`src/rtl/vmem_pkg.sv`:
```
// vmem_pkg: shared lock-state encodings, owner tags and counter width for the vector/scalar memory arbiter.
package vmem_pkg;
    typedef enum logic [1:0] {
        IDLE   = 2'd0,
        VLOCK  = 2'd1,
        VSTEAL = 2'd2
    } state_e;
    localparam logic TAG_S = 1'b0;
    localparam logic TAG_V = 1'b1;
    localparam int STARVE_W = 8;
endpackage

```
`src/rtl/vmem_tag_fifo.sv`:
```
// vmem_tag_fifo: 1-bit owner-tag FIFO recording which requester issued each outstanding read.
module vmem_tag_fifo #(
    parameter int DEPTH = 4
) (
    input  logic clk,
    input  logic rst,
    input  logic push_i,
    input  logic din_i,
    input  logic pop_i,
    output logic full_o,
    output logic empty_o,
    output logic head_o
);
    localparam int AW = $clog2(DEPTH);
    logic [DEPTH-1:0] mem_q;
    logic [AW-1:0] wptr_q, rptr_q;
    logic [AW:0] cnt_q;
    logic push_ok, pop_ok;
    assign full_o  = cnt_q == (AW+1)'(DEPTH);
    assign empty_o = cnt_q == '0;
    assign head_o  = mem_q[rptr_q];
    // a push into a full FIFO is only legal when the head leaves in the same cycle
    assign push_ok = push_i & (~full_o | pop_i);
    assign pop_ok  = pop_i & ~empty_o;
    always_ff @(posedge clk or posedge rst) begin
        if (rst) begin
            wptr_q <= '0;
            rptr_q <= '0;
            cnt_q  <= '0;
        end else begin
            wptr_q <= push_ok ? wptr_q + 1'b1 : wptr_q;
            rptr_q <= pop_ok ? rptr_q + 1'b1 : rptr_q;
            cnt_q  <= cnt_q + (AW+1)'(push_ok) - (AW+1)'(pop_ok);
        end
    end
    always_ff @(posedge clk) begin
        if (push_ok) mem_q[wptr_q] <= din_i;
    end
endmodule

```
`src/rtl/vmem_arbiter.sv`:
```
// vmem_arbiter: shares one data-memory port between the scalar LSU and the vector memory unit,
// locking to vector bursts with starvation slots and steering in-order read responses by owner tag.
module vmem_arbiter
    import vmem_pkg::*;
#(
    parameter int OUTSTANDING  = 4,
    parameter int STARVE_LIMIT = 8
) (
    input  logic        clk,
    input  logic        rst,
    input  logic        s_req,
    input  logic        s_we,
    input  logic [31:0] s_addr,
    input  logic [31:0] s_wdata,
    output logic        s_gnt,
    output logic        s_rvalid,
    output logic [31:0] s_rdata,
    input  logic        v_busy,
    input  logic        v_read_en,
    input  logic        v_write_en,
    input  logic [31:0] v_addr,
    input  logic [31:0] v_wdata,
    output logic        v_gnt,
    output logic        v_rvalid,
    output logic [31:0] v_rdata,
    output logic        mem_req,
    output logic        mem_we,
    output logic [31:0] mem_addr,
    output logic [31:0] mem_wdata,
    input  logic        mem_gnt,
    input  logic        mem_rvalid,
    input  logic [31:0] mem_rdata,
    output logic [1:0]  owner,
    output logic        err
);
    state_e state_q;
    logic [STARVE_W-1:0] starve_q;
    logic err_q;
    logic v_req, sel_v, sel_s, req_sel, blk, req_ok, grant, s_g, v_g, push, pop;
    logic full, empty, head;
    assign v_req   = v_read_en | v_write_en;
    assign sel_v   = state_q == VLOCK || (state_q == IDLE && v_req);
    assign sel_s   = state_q == VSTEAL || (state_q == IDLE && !v_req);
    assign req_sel = sel_v ? v_req : sel_s & s_req;
    assign mem_we    = sel_v ? v_write_en : s_we;
    assign mem_addr  = sel_v ? v_addr : s_addr;
    assign mem_wdata = sel_v ? v_wdata : s_wdata;
    // a same-cycle response frees a slot, so a full FIFO only blocks reads without one
    assign blk    = !mem_we && full && !mem_rvalid;
    assign req_ok = req_sel & ~blk;
    assign grant  = mem_gnt & req_ok;
    assign s_g    = grant & sel_s;
    assign v_g    = grant & sel_v;
    assign push   = grant & ~mem_we;
    assign pop    = mem_rvalid & ~empty;
    assign mem_req  = req_ok & ~rst;
    assign s_gnt    = s_g & ~rst;
    assign v_gnt    = v_g & ~rst;
    assign s_rvalid = pop & (head == TAG_S) & ~rst;
    assign v_rvalid = pop & (head == TAG_V) & ~rst;
    assign s_rdata  = mem_rdata;
    assign v_rdata  = mem_rdata;
    assign owner    = state_q;
    assign err      = err_q;
    vmem_tag_fifo #(.DEPTH(OUTSTANDING)) u_tags (
        .clk     (clk),
        .rst     (rst),
        .push_i  (push),
        .din_i   (sel_v ? TAG_V : TAG_S),
        .pop_i   (pop),
        .full_o  (full),
        .empty_o (empty),
        .head_o  (head)
    );
    always_ff @(posedge clk or posedge rst) begin
        if (rst) begin
            state_q  <= IDLE;
            starve_q <= '0;
            err_q    <= 1'b0;
        end else begin
            err_q    <= err_q | (mem_rvalid & empty);
            starve_q <= (state_q == IDLE || s_g) ? '0 :
                        (state_q == VLOCK && s_req && starve_q != '1) ? starve_q + 1'b1 : starve_q;
            case (state_q)
                IDLE:    if (v_g) state_q <= VLOCK;
                VLOCK:   if (!v_busy && !v_req) state_q <= IDLE;
                         else if (starve_q == STARVE_W'(STARVE_LIMIT) && s_req) state_q <= VSTEAL;
                // a withdrawn scalar request hands the port back to a still-busy vector unit
                VSTEAL:  if (s_g) state_q <= VLOCK;
                         else if (!s_req) state_q <= v_busy ? VLOCK : IDLE;
                default: state_q <= IDLE;
            endcase
        end
    end
endmodule

```
`config.mk`:
```
export PLATFORM = sky130hd
export DESIGN_NAME = vmem_arbiter
export DESIGN_NICKNAME = d
export VERILOG_FILES = /design/src/rtl/vmem_pkg.sv /design/src/rtl/vmem_tag_fifo.sv /design/src/rtl/vmem_arbiter.sv
export SDC_FILE = /design/constraint.sdc
export NUM_CORES = 1
export LEC_CHECK = 0
export BUFFER_PORTS_ARGS = -buffer_cell sky130_fd_sc_hd__buf_2
export CAP_MARGIN = 40
export CORE_AREA = 2 2 118 120
export DETAILED_ROUTE_END_ITERATION = 8
export DIE_AREA = 0 0 120 122
export RECOVER_POWER = 25
export SLEW_MARGIN = 20
export SYNTH_ARGS = -nofsm -noshare
export SYNTH_HDL_FRONTEND = slang
export SYNTH_SLANG_ARGS = --single-unit
```
`constraint.sdc`:
```
create_clock -name clk -period 2.6 [get_ports clk]
set_input_delay 0.26 -clock clk [delete_from_list [all_inputs] [get_ports clk]]
set_output_delay 0.26 -clock clk [all_outputs]
set_load 0.02 [all_outputs]
```
# Word level (Yosys, flattened, before mapping)
# Cells that the tools add are included.
totals:
  register_bits: 22
  latchBits: 0
  ram_bits: 0
  mem_bits_ro: 0
  in_bits: 169
  output_inout_bits: 137
  wordCells: 88
  n_memories: 0
classes:
  add_sub_neg: 5
  n_mul: 0
  div_mod_pow: 0
  order_cmp: 3
  n_eq_ne: 8
  n_shift: 0
  muxes: 19
  n_bitwise: 26
  n_reduce_logical: 20
ops:
  columns: ["operator", "count"]
  rows:
  - ["$mux 32", 2]
  - ["$and 1x1->1", 17]
  - ["$mux 8", 2]
  - ["$mux 2", 5]
  - ["$logic_and 1x1->1", 9]
  - ["$add 8x1->8 const B", 1]
  - ["$eq 8x4->1 const B", 1]
  - ["$ne 8x8->1 const B", 1]
  - ["$lt 2x3->1 const B", 2]
  - ["$mux 1", 6]
  - ["$not 1->1", 6]
  - ["$pmux 2 s3", 1]
  - ["$add 2x1->2 const B", 2]
  - ["$bwmux 4", 1]
  - ["$logic_not 1->1", 4]
  - ["$add 3x1->3", 1]
  - ["$eq 3x3->1 const B", 1]
  - ["$logic_not 3->1", 1]
  - ["$logic_or 1x1->1", 3]
  - ["$ne 3x1->1 const B", 1]
  - ["$ne 3x3->1 const B", 1]
  - ["$or 1x1->1", 3]
  - ["$reduce_and 3->1", 1]
  - ["$sub 3x1->3", 1]
  - ["other kinds (8)", 8]

# Longest topological paths before layout
# Gate-level depths: netlist of the first run.
logic_depth:
  depth_word: 14
  mapped_depth: 8
  mapped_depth_nobuf: 8

# Hierarchy
# Synthesis of the first run repeated with hierarchy kept, for this count alone.
unflattened:
  hier_cells: 260
  hier_area_um2: 2829.0
modules_own_cells:
  columns: ["mod", "instances", "cells_each", "area_per_inst_um2", "seq_area_each_um2"]
  rows:
  - ["vmem_arbiter", 1, 218, 2254.7, 275.3]
  - ["vmem_tag_fifo", 1, 42, 574.3, 295.3]

# Worst setup path before layout of the first run
# No wires, ideal clock.
synth_path:
  path_type: "register to output"
  from: "register state_q[0] (netlist: owner[0])"
  to: "output port v_gnt"
  arrival_ns: 1.867
  required_ns: 2.340
  path_slack_ns: 0.473
  path_stages_with_launch: 6
  path_buffers: 1
  cell_sequence: "dfrtp_1 > buf_4 > and2b_2 > o21ai_2 > or2_4 > nor4_1"
synth_via:
  elab_chain_cells: 12
  elab_cells_between_ends: 18
  classes_between: "2 x eq/ne; 2 x mux; 6 x bitwise; 8 x reduce/logical"
synth_rtl:
  columns: ["item", "line", "text"]
  rows:
  - ["start, declared", "vmem_arbiter.sv:36", "state_e state_q;"]
  - ["start signal, assigned", "vmem_arbiter.sv:90", "else if (!s_req) state_q <= v_busy ? VLOCK : IDLE;"]
  - ["$logic_not 2->1", "vmem_arbiter.sv:42, vmem_arbiter.sv:43", null]
  - ["$logic_and 1x1->1", "vmem_arbiter.sv:42", "assign sel_v = state_q == VLOCK || (state_q == IDLE && v_req);"]
  - ["$logic_or 1x1->1", "vmem_arbiter.sv:42", null]
  - ["$mux 1", "vmem_arbiter.sv:45", "assign mem_we = sel_v ? v_write_en : s_we;"]
  - ["$logic_not 1->1", "vmem_arbiter.sv:49", "assign blk = !mem_we && full && !mem_rvalid;"]
  - ["$logic_and 1x1->1 (2 in a row)", "vmem_arbiter.sv:49", null]
  - ["$not 1->1", "vmem_arbiter.sv:50", "assign req_ok = req_sel & ~blk;"]
  - ["$and 1x1->1", "vmem_arbiter.sv:50", null]
  - ["$and 1x1->1", "vmem_arbiter.sv:51", "assign grant = mem_gnt & req_ok;"]
  - ["$and 1x1->1 *", "vmem_arbiter.sv:53", "assign v_g = grant & sel_v;"]
  - ["$and 1x1->1 *", "vmem_arbiter.sv:58", "assign v_gnt = v_g & ~rst;"]
  - ["end, declared", "vmem_arbiter.sv:23", "output logic v_gnt,"]
# Mark *: on every way between the ends. The rest lies on a longest branch, timed or not.

# Worst setup path after layout of the first run
layout_path:
  from: "register state_q[1] (netlist: owner[1])"
  to: "output port v_gnt"
# The elaborated chain is that of the path after synthesis.

==> impl_metrics.prom, run 1 <==
# TYPE chip_impl_metric gauge
chip_impl_metric{name="data_arrival_critical_path",unit="ns"} 2.12
chip_impl_metric{name="pin_count_of_the_biggest_net_entering_global_routing",unit=""} 41
chip_impl_metric{name="cts-buffers-inserted",unit=""} 3
chip_impl_metric{name="area_growth_syn_to_layout",unit="%"} 31.89
chip_impl_metric{name="post_dp_cell_area",unit="um^2"} 3352
chip_impl_metric{name="slew-limit-headroom",unit="%"} 28.39
chip_impl_metric{name="floorplan.die.width",unit="um"} 120
chip_impl_info{name="yosysMostFrequentCell",value="sky130_fd_sc_hd__buf_4"} 1
chip_impl_metric{name="drive_above_1_share",unit="%"} 72.32
chip_impl_info{name="worstPathCellList",value="o21ba_2 -> o21ai_2 -> or2_4 -> nor4_1 -> buf_2"} 1
chip_impl_info{name="synth_top_cell_by_area",value="sky130_fd_sc_hd__mux2_2"} 1
chip_impl_metric{name="filler_cell_count",unit=""} 1433
chip_impl_metric{name="post_synth_fa_ha_maj_area_fraction",unit="%"} 4.624
chip_impl_metric{name="routed_wirelength",unit="um"} 8341
chip_impl_metric{name="finalHoldViolCount",unit=""} 0
chip_impl_metric{name="cp.required",unit="ns"} 2.34
chip_impl_metric{name="layout_min_cycle_time",unit="ns"} 2.383
chip_impl_metric{name="gpl.final_weighted_congestion",unit=""} 0.8237
chip_impl_metric{name="synth_xor_xnor_area_share",unit="%"} 2.697
chip_impl_info{name="cts_tree",value="done"} 1
chip_impl_metric{name="setup_viol",unit=""} 0
chip_impl_metric{name="synth_area_per_cell",unit="um^2"} 10.07
chip_impl_metric{name="worst_skew_pair.late_latency",unit="ns"} 0.25
chip_impl_metric{name="grt.overflow.total",unit=""} 0
chip_impl_metric{name="synth_cell_type_count",unit=""} 46
chip_impl_metric{name="maxCapViolCount",unit=""} 0
chip_impl_metric{name="vdd.ir_drop.worst",unit="mV"} 0.2368
chip_impl_metric{name="grt_pass1_wl",unit="um"} 11320
chip_impl_metric{name="placementRows",unit=""} 43
chip_impl_metric{name="final_nets",unit=""} 580
chip_impl_metric{name="final_max_slew_viol_count",unit=""} 0
chip_impl_metric{name="postSynthCellCount",unit=""} 258
chip_impl_metric{name="synthesis_stage_register_bit_count",unit=""} 22
chip_impl_metric{name="vias_per_cell",unit=""} 4.022
chip_impl_metric{name="fin_worst_hold_slack",unit="ns"} 0.2562
chip_impl_metric{name="cts.htree.levels",unit=""} 1
chip_impl_metric{name="critical_path.max_fanout",unit=""} 12
chip_impl_metric{name="fmax",unit="MHz"} 419.6
chip_impl_metric{name="mappedNetlistNets",unit=""} 436
chip_impl_metric{name="detailed_place_hpwl",unit="um"} 7318
chip_impl_metric{name="io-pin-count",unit=""} 306
chip_impl_metric{name="worst_slew_pin_slew",unit="ns"} 1.074
chip_impl_metric{name="first_global_vias",unit=""} 2193
chip_impl_metric{name="vertical_die_dimension",unit="um"} 122
chip_impl_metric{name="worst_setup_hold_path_clk_slew",unit="ns"} 0.06
chip_impl_metric{name="skew",unit="ns"} 0.002669
chip_impl_metric{name="regArea",unit="um^2"} 570.5
chip_impl_metric{name="post-route-util",unit="%"} 25.37
chip_impl_info{name="yosys-top-cells-count",value="70 x sky130_fd_sc_hd__buf_4, 64 x sky130_fd_sc_hd__mux2_2, 18 x sky130_fd_sc_hd__dfrtp_1"} 1
chip_impl_info{name="timing.setup.critical_path_class",value="register to output pin"} 1
chip_impl_metric{name="coreArea",unit="um^2"} 13500
chip_impl_metric{name="ctsLongestPathBuffers",unit=""} 2
chip_impl_info{name="run_status",value="complete, no violations"} 1
chip_impl_metric{name="floorplan.initialDensity",unit="%"} 19.23
chip_impl_metric{name="power-per-cell-area",unit="nW/um^2"} 555.2
chip_impl_metric{name="cts_setup_buffers",unit=""} 0
chip_impl_metric{name="synth-simple-area-share",unit="%"} 10.31
chip_impl_metric{name="leakagePower",unit="nW"} 1.705
chip_impl_metric{name="rrSetupSlack",unit="ns"} 0.43
chip_impl_metric{name="synth-edff-count",unit=""} 4
chip_impl_metric{name="layout_worst_path_cycle_share",unit="%"} 91.67
chip_impl_info{name="synthTopCellsByArea",value="sky130_fd_sc_hd__mux2_2 28%, sky130_fd_sc_hd__buf_4 20%, sky130_fd_sc_hd__dfrtp_1 17%"} 1
chip_impl_metric{name="post_synth_top_area_share",unit="%"} 27.75
chip_impl_info{name="startpoint_class_of_the_critical_path",value="register"} 1
chip_impl_metric{name="detail_route.drc_violations",unit=""} 0
chip_impl_metric{name="routed_wire_length_per_instance",unit="um"} 14.36
chip_impl_metric{name="n_antenna_cell",unit=""} 0
chip_impl_metric{name="synthMuxAreaShare",unit="%"} 29.43
chip_impl_metric{name="worst_path_largest_cell_delay",unit="ns"} 0.52
chip_impl_metric{name="seq_area_frac_synth",unit="%"} 21.97
chip_impl_info{name="cts_root_buf",value="sky130_fd_sc_hd__clkbuf_16"} 1
chip_impl_info{name="synth_top_flop_cell",value="sky130_fd_sc_hd__dfrtp_1"} 1
chip_impl_metric{name="num_vias",unit=""} 2337
chip_impl_metric{name="post_route_standard_cell_area_excluding_fillers",unit="um^2"} 3426
chip_impl_metric{name="post_cts_resize_count",unit=""} 0
chip_impl_metric{name="port_buffers",unit=""} 209
chip_impl_metric{name="synth_compound_gate_area_share",unit="%"} 7.755
chip_impl_metric{name="ys_async_sr_fraction",unit="%"} 81.82
chip_impl_metric{name="totalNegativeSetupSlack",unit="ns"} 0
chip_impl_info{name="rsz_0062_raised_after_global_routing",value="no"} 1
chip_impl_metric{name="synth-warning-count",unit=""} 0
chip_impl_metric{name="grt.total_usage",unit="%"} 10.08
chip_impl_metric{name="design.die.area",unit="um^2"} 14640
chip_impl_info{name="hp-class",value="primary input to register"} 1
chip_impl_info{name="timing.critical_path.slowest_stage_cell",value="sky130_fd_sc_hd__dfrtp_1"} 1
chip_impl_metric{name="detail-route-antenna-nets",unit=""} 0
chip_impl_metric{name="multi_input_comb_area",unit="um^2"} 1431
chip_impl_metric{name="detail_route.iter0.violations",unit=""} 63
chip_impl_metric{name="syn_area",unit="um^2"} 2597
chip_impl_metric{name="drt-pass1-iter-count",unit=""} 4
chip_impl_info{name="end_kind",value="output pin"} 1
chip_impl_metric{name="grt_antenna_before_repair",unit=""} 0
chip_impl_metric{name="cts_sinks",unit=""} 22
chip_impl_info{name="main_combinational_cell_family_by_area_after_synthesis",value="multiplexers"} 1
chip_impl_metric{name="cts_hold_repair.buffers",unit=""} 0
==> through the flow <==
| stage | std cells | setup WS (ns) | power (mW) |
|---|---|---|---|
| floorplan | 258 | 0.4735 | 1.405 |
| global placement | 577 | 0.4867 | 1.568 |
| detailed placement | 577 | 0.4495 | 1.597 |
| CTS | 581 | 0.1847 | 1.936 |
| global route | 581 | 0.07134 | 2.041 |
| finish | 581 | 0.2167 | 1.902 |
==> where the power goes <==
group | internal [mW] | switching (mW) | leakage [nW]
Sequential | 0.445 | 0.0933 | 0.262
Clock | 0.205 | 0.119 | 0.0385
Combinational | 0.483 | 0.557 | 1.40
==> final cells by class <==
cell class	instances	share of cell area (%)
Clock buffer	3	2.191
Clock inverter	1	0.1096
Inverter	15	1.644
Multi-Input combinational cell	148	41.78
Sequential cell	22	16.65
Tap cell	180	6.574
Timing Repair Buffer	212	31.04
==> state kept, by name, summed over array words and instances, names as in the netlist <==
signal         count
owner              2
u_tags.mem_q       4
u_tags.rptr_q      2
starve_q           8
u_tags.cnt_q       3
err                1
u_tags.wptr_q      2
==> final timing paths <==
kind | start | end | cells after the start
min in group asynchronous | rst | u_tags.cnt_q[2] | 3
worst max-delay path | owner[1] | v_gnt | 5
worst max register to register | owner[1] | u_tags.cnt_q[1] | 5
max in group asynchronous | rst | starve_q[6] | 3
worst min register to register | err | err | 1
worst min-delay path | mem_rvalid | err | 2
==> routing by layer <==
metal	vias to the layer above	global-route usage [%]	share of wire [%]
li1	1126	-	-
met1	1071	11.60	38
met2	123	18.36	53
met3	17	3.184	8.1
met4	0	1.985	0.74
met5	-	0	0
==> cells by family (layout without fill, tap and decap cells) <==
logic type | after synthesis | in the layout
AOI/OAI and AO/OA | 22 | 22
xor gates and xnor gates | 8 | 8
adders and majority gates | 9 | 9
buffers and inverters | 88 | 231
DFF | 22 | 22
muxes | 67 | 67
and+or+nand+nor | 42 | 42
==> critical path, delay by kind of cell (launching register included) <==
family / cells / cell delay (ns)
and+or+nand+nor: 2 / 0.65
DFF: 1 / 0.52
AOI/OAI and AO/OA: 2 / 0.44
buffers and inverters: 1 / 0.25
==> cells in the final DEF, fill, tap and decap left out, types with 2 or more instances in the layout <==
cell type / netlist / layout
sky130_fd_sc_hd__and3_1: 2 / 2
sky130_fd_sc_hd__buf_2: 2 / 208
sky130_fd_sc_hd__edfxtp_1: 4 / 4
sky130_fd_sc_hd__and2_1: 5 / 5
sky130_fd_sc_hd__nor4_1: 3 / 3
sky130_fd_sc_hd__o21ai_0: 2 / 2
sky130_fd_sc_hd__nand2_1: 2 / 2
sky130_fd_sc_hd__nor3_1: 7 / 7
sky130_fd_sc_hd__o31ai_1: 3 / 3
sky130_fd_sc_hd__buf_4: 70 / 2
sky130_fd_sc_hd__nor2_1: 6 / 5
sky130_fd_sc_hd__inv_1: 15 / 15
sky130_fd_sc_hd__nor4b_1: 2 / 2
sky130_fd_sc_hd__or3_1: 2 / 2
sky130_fd_sc_hd__or4_1: 2 / 2
sky130_fd_sc_hd__xor2_1: 2 / 2
sky130_fd_sc_hd__ha_1: 8 / 8
sky130_fd_sc_hd__a21oi_1: 5 / 5
sky130_fd_sc_hd__nand3_1: 2 / 2
sky130_fd_sc_hd__xnor2_1: 6 / 6
sky130_fd_sc_hd__mux2_2: 64 / 64
sky130_fd_sc_hd__dfrtp_1: 18 / 18
sky130_fd_sc_hd__nand4_1: 2 / 2
sky130_fd_sc_hd__clkbuf_1: 0 / 2
sky130_fd_sc_hd__clkbuf_16: 0 / 3
sky130_fd_sc_hd__o2111ai_1: 2 / 2
No activity file was read; power rests on OpenSTA's default activity.
==> inputs of run 2 (changes only) <==
--- a/config.mk
+++ b/config.mk
@@ -5,11 +5,12 @@
 export SDC_FILE = /design/constraint.sdc
 export NUM_CORES = 1
 export LEC_CHECK = 0
+export ABC_AREA = 1
 export BUFFER_PORTS_ARGS = -buffer_cell sky130_fd_sc_hd__buf_2
 export CAP_MARGIN = 40
-export CORE_AREA = 2 2 118 120
+export CORE_AREA = 2 2 119 121
 export DETAILED_ROUTE_END_ITERATION = 8
-export DIE_AREA = 0 0 120 122
+export DIE_AREA = 0 0 121 123
 export RECOVER_POWER = 25
 export SLEW_MARGIN = 20
 export SYNTH_ARGS = -nofsm -noshare
==> run 2 against run 1 <==
Compared with the run above:
- via count increased by 26%
- die area is 1.7% higher
- hold slack got worse by 0.053 ns
- register-to-register slack better by 0.15 ns
- synthesized cell count up 69%
- maximum frequency up 14%
- first-iteration DRC count rose by 41%
- critical path type unchanged
- critical endpoint is now mem_addr[31]
- largest cell class unchanged
- largest power group unchanged
==> impl_metrics.prom, run 2 <==
# TYPE chip_impl_metric gauge
chip_impl_info{name="run_status",value="complete, no violations"} 1
chip_impl_metric{name="grt_pass1_wl",unit="um"} 12910
chip_impl_metric{name="worst_setup_hold_path_clk_slew",unit="ns"} 0.06
chip_impl_metric{name="port_buffers",unit=""} 209
chip_impl_info{name="worstPathCellList",value="inv_2 -> nand2_2 -> nand2_2 -> inv_2 -> buf_4 -> nand2_1 -> nand2_1 -> buf_2"} 1
chip_impl_metric{name="routed_wire_length_per_instance",unit="um"} 12.43
chip_impl_metric{name="synth_area_per_cell",unit="um^2"} 6.265
chip_impl_info{name="synth_top_cell_by_area",value="sky130_fd_sc_hd__nand2_1"} 1
chip_impl_metric{name="cts_setup_buffers",unit=""} 0
chip_impl_metric{name="power_frac_clock",unit="%"} 10.9
chip_impl_metric{name="pin_count_of_the_biggest_net_entering_global_routing",unit=""} 51
chip_impl_metric{name="worst_path_largest_cell_delay",unit="ns"} 0.45
chip_impl_metric{name="postSynthCellCount",unit=""} 435
chip_impl_info{name="rsz_0062_raised_after_global_routing",value="no"} 1
chip_impl_metric{name="floorplan.die.width",unit="um"} 121
chip_impl_metric{name="gpl.final_weighted_congestion",unit=""} 0.7563
chip_impl_metric{name="detailed_place_hpwl",unit="um"} 7999
chip_impl_metric{name="drive_above_1_share",unit="%"} 43.55
chip_impl_info{name="timing.setup.critical_path_class",value="register to output pin"} 1
chip_impl_metric{name="filler_cell_count",unit=""} 1543
chip_impl_metric{name="switching_share",unit="%"} 54.49
chip_impl_metric{name="synth_cell_type_count",unit=""} 35
chip_impl_metric{name="power.sequential.fraction",unit="%"} 18.0
chip_impl_metric{name="first_global_vias",unit=""} 2512
chip_impl_metric{name="cts.htree.levels",unit=""} 1
chip_impl_metric{name="cts_hold_repair.buffers",unit=""} 0
chip_impl_metric{name="final_nets",unit=""} 753
chip_impl_metric{name="synth_compound_gate_area_share",unit="%"} 3.903
chip_impl_metric{name="vertical_die_dimension",unit="um"} 123
chip_impl_metric{name="synth-warning-count",unit=""} 0
chip_impl_metric{name="ys_async_sr_fraction",unit="%"} 81.82
chip_impl_info{name="yosysMostFrequentCell",value="sky130_fd_sc_hd__nand2_1"} 1
chip_impl_metric{name="num_vias",unit=""} 2938
chip_impl_metric{name="seq_area_frac_synth",unit="%"} 20.94
chip_impl_metric{name="netSwitchingPower",unit="mW"} 1.635
chip_impl_metric{name="syn_area",unit="um^2"} 2725
chip_impl_metric{name="synth_xor_xnor_area_share",unit="%"} 1.928
chip_impl_metric{name="io-pin-count",unit=""} 306
chip_impl_metric{name="vias_per_cell",unit=""} 3.886
chip_impl_metric{name="maxCapViolCount",unit=""} 0
chip_impl_metric{name="detail_route.drc_violations",unit=""} 0
chip_impl_metric{name="leakagePower",unit="nW"} 2.147
chip_impl_metric{name="placementRows",unit=""} 43
chip_impl_metric{name="vdd.ir_drop.worst",unit="mV"} 0.3592
chip_impl_metric{name="detail-route-antenna-nets",unit=""} 0
chip_impl_info{name="layout_commonest_cell",value="sky130_fd_sc_hd__nand2_1"} 1
chip_impl_metric{name="critical_path.max_fanout",unit=""} 24
chip_impl_metric{name="report.power.total",unit="mW"} 3.000
chip_impl_metric{name="floorplan.initialDensity",unit="%"} 20.02
chip_impl_metric{name="ctsLongestPathBuffers",unit=""} 2
chip_impl_metric{name="worst_skew_pair.late_latency",unit="ns"} 0.25
chip_impl_metric{name="layout_worst_path_cycle_share",unit="%"} 80.74
chip_impl_info{name="synthTopCellsByArea",value="sky130_fd_sc_hd__nand2_1 30%, sky130_fd_sc_hd__buf_4 20%, sky130_fd_sc_hd__dfrtp_1 17%"} 1
chip_impl_info{name="reg_top3",value="starve_q (8), u_tags.mem_q (4), u_tags.cnt_q (3)"} 1
chip_impl_metric{name="fmax",unit="MHz"} 476.4
chip_impl_metric{name="worst_slew_pin_slew",unit="ns"} 0.7506
chip_impl_metric{name="cts-buffers-inserted",unit=""} 3
chip_impl_metric{name="routed_wirelength",unit="um"} 9394
chip_impl_metric{name="grt.total_usage",unit="%"} 11.19
chip_impl_metric{name="largest_register_ff_count",unit=""} 8
chip_impl_info{name="main_combinational_cell_family_by_area_after_synthesis",value="simple AND/OR/NAND/NOR gates"} 1
chip_impl_metric{name="slew-limit-headroom",unit="%"} 49.90
chip_impl_metric{name="layout_min_cycle_time",unit="ns"} 2.099
chip_impl_metric{name="rrSetupSlack",unit="ns"} 0.58
chip_impl_metric{name="mappedNetlistNets",unit=""} 613
chip_impl_metric{name="power-per-cell-area",unit="nW/um^2"} 846.6
chip_impl_metric{name="drt-pass1-iter-count",unit=""} 4
chip_impl_info{name="end_kind",value="output pin"} 1
chip_impl_metric{name="place_worst_setup_slack",unit="ns"} 0.5534
chip_impl_info{name="timing.critical_path.slowest_stage_cell",value="sky130_fd_sc_hd__dfrtp_1"} 1
chip_impl_metric{name="coreArea",unit="um^2"} 13610
chip_impl_metric{name="p_comb_share",unit="%"} 71.1
chip_impl_info{name="registers.top_by_ff_count",value="starve_q"} 1
chip_impl_info{name="cts_root_buf",value="sky130_fd_sc_hd__clkbuf_16"} 1
chip_impl_info{name="leading_cell_types_in_the_layout_fill_and_taps_excluded",value="220 x sky130_fd_sc_hd__nand2_1, 209 x sky130_fd_sc_hd__buf_2, 27 x sky130_fd_sc_hd__inv_1"} 1
chip_impl_metric{name="detail_route.iter0.violations",unit=""} 89
chip_impl_metric{name="skew",unit="ns"} 0.003494
chip_impl_metric{name="post_synth_fa_ha_maj_area_fraction",unit="%"} 4.408
chip_impl_info{name="yosys-top-cells-count",value="220 x sky130_fd_sc_hd__nand2_1, 71 x sky130_fd_sc_hd__buf_4, 27 x sky130_fd_sc_hd__inv_1"} 1
chip_impl_info{name="cts_tree",value="done"} 1
chip_impl_info{name="hp-class",value="primary input to asynchronous set/reset pin"} 1
chip_impl_metric{name="grt.overflow.total",unit=""} 0
chip_impl_metric{name="synthesis_stage_register_bit_count",unit=""} 22
chip_impl_metric{name="data_arrival_critical_path",unit="ns"} 1.84
chip_impl_metric{name="finalHoldViolCount",unit=""} 0
chip_impl_info{name="synth_top_flop_cell",value="sky130_fd_sc_hd__dfrtp_1"} 1
chip_impl_metric{name="post_cts_resize_count",unit=""} 0
chip_impl_metric{name="grt_antenna_before_repair",unit=""} 7
chip_impl_metric{name="totalNegativeSetupSlack",unit="ns"} 0
chip_impl_metric{name="synthMuxAreaShare",unit="%"} 0
chip_impl_metric{name="setup_viol",unit=""} 0
chip_impl_metric{name="cp.required",unit="ns"} 2.34
chip_impl_metric{name="synth-edff-count",unit=""} 4
chip_impl_metric{name="area_growth_syn_to_layout",unit="%"} 30.03
chip_impl_metric{name="setup_slack",unit="ns"} 0.5009
chip_impl_metric{name="design.die.area",unit="um^2"} 14880
chip_impl_metric{name="cts_sinks",unit=""} 22
chip_impl_metric{name="int_pwr",unit="mW"} 1.365
chip_impl_metric{name="post_synth_top_area_share",unit="%"} 30.30
chip_impl_metric{name="synth-simple-area-share",unit="%"} 43.34
chip_impl_info{name="startpoint_class_of_the_critical_path",value="register"} 1
chip_impl_metric{name="final_max_slew_viol_count",unit=""} 0
run 2: changes by cell type after synthesis, sizes merged, moves of 3 or more:
cell,delta
and2,-5
buf,+4
inv,+19
mux2,-65
nand2,+225
nand3,+9
nor2,+18
nor4,-3
o31ai,-3
xnor2,-5
xor2,+3
run 2: routing by layer:
metal | vias up | global-route usage (%) | routed length [um]
li1 | 1534 | - | -
met1 | 1223 | 13.78 | 3859
met2 | 167 | 17.52 | 4091
met3 | 10 | 5.904 | 1339
met4 | 4 | 2.108 | 81
met5 | - | 0 | 22
run 2: final cells by class:
class	instances	area, um^2	area share, %
diodes	2	5.005	0.1412
multi-input cells	301	1460	41.21
well taps	180	225.2	6.356
inverters	34	127.6	3.602
clock buffers	4	78.83	2.225
repair buffers	213	1076	30.37
flip-flops and latches	22	570.5	16.10
run 2: final timing paths:
check	start	to	cells after the start
max	owner[0]	mem_addr[31]	8
min	rst	u_tags.rptr_q[1]	2
max reg2reg	owner[0]	u_tags.cnt_q[2]	10
min reg2reg	err	err	1
max in group asynchronous	rst	starve_q[2]	2
min in group clk	mem_rvalid	err	2
run 2: power by group through the flow:
stage / clock network (mW) / registers (mW) / logic [mW]
after floorplan: 0 / 0.554 / 1.63
after global placement: 0 / 0.543 / 2.15
after detailed placement: 0 / 0.545 / 2.17
after CTS: 0.333 / 0.540 / 2.18
after global routing: 0.346 / 0.554 / 2.38
final: 0.326 / 0.540 / 2.13
run 2: per-stage QoR:
stage	util, %	hold WS [ns]	cell area, um^2	instances
2_1_floorplan	-	0.1986	2725	435
3_3_place_gp	25.42	0.4655	3460	750
3_5_place_dp	25.42	0.4651	3460	750
4_1_cts	26.00	0.2067	3538	754
5_1_grt	26.00	0.2778	3538	754
6_report	26.03	0.2035	3543	756
run 2: logic make-up after synthesis:
| logic type | count (synthesis) |
|---|---|
| AO/OA/AOI/OAI | 13 |
| XOR/XNOR | 6 |
| AND/OR/NAND/NOR | 273 |
| flip-flops | 22 |
| adder cells (fa/ha/maj) | 9 |
| buffers and inverters | 112 |
run 2: critical path: cells and delay by family (launching register included):
kind | cells | cell delay, ns
AND/OR/NAND/NOR | 4 | 0.32
flip-flops | 1 | 0.45
buffers and inverters | 4 | 0.79
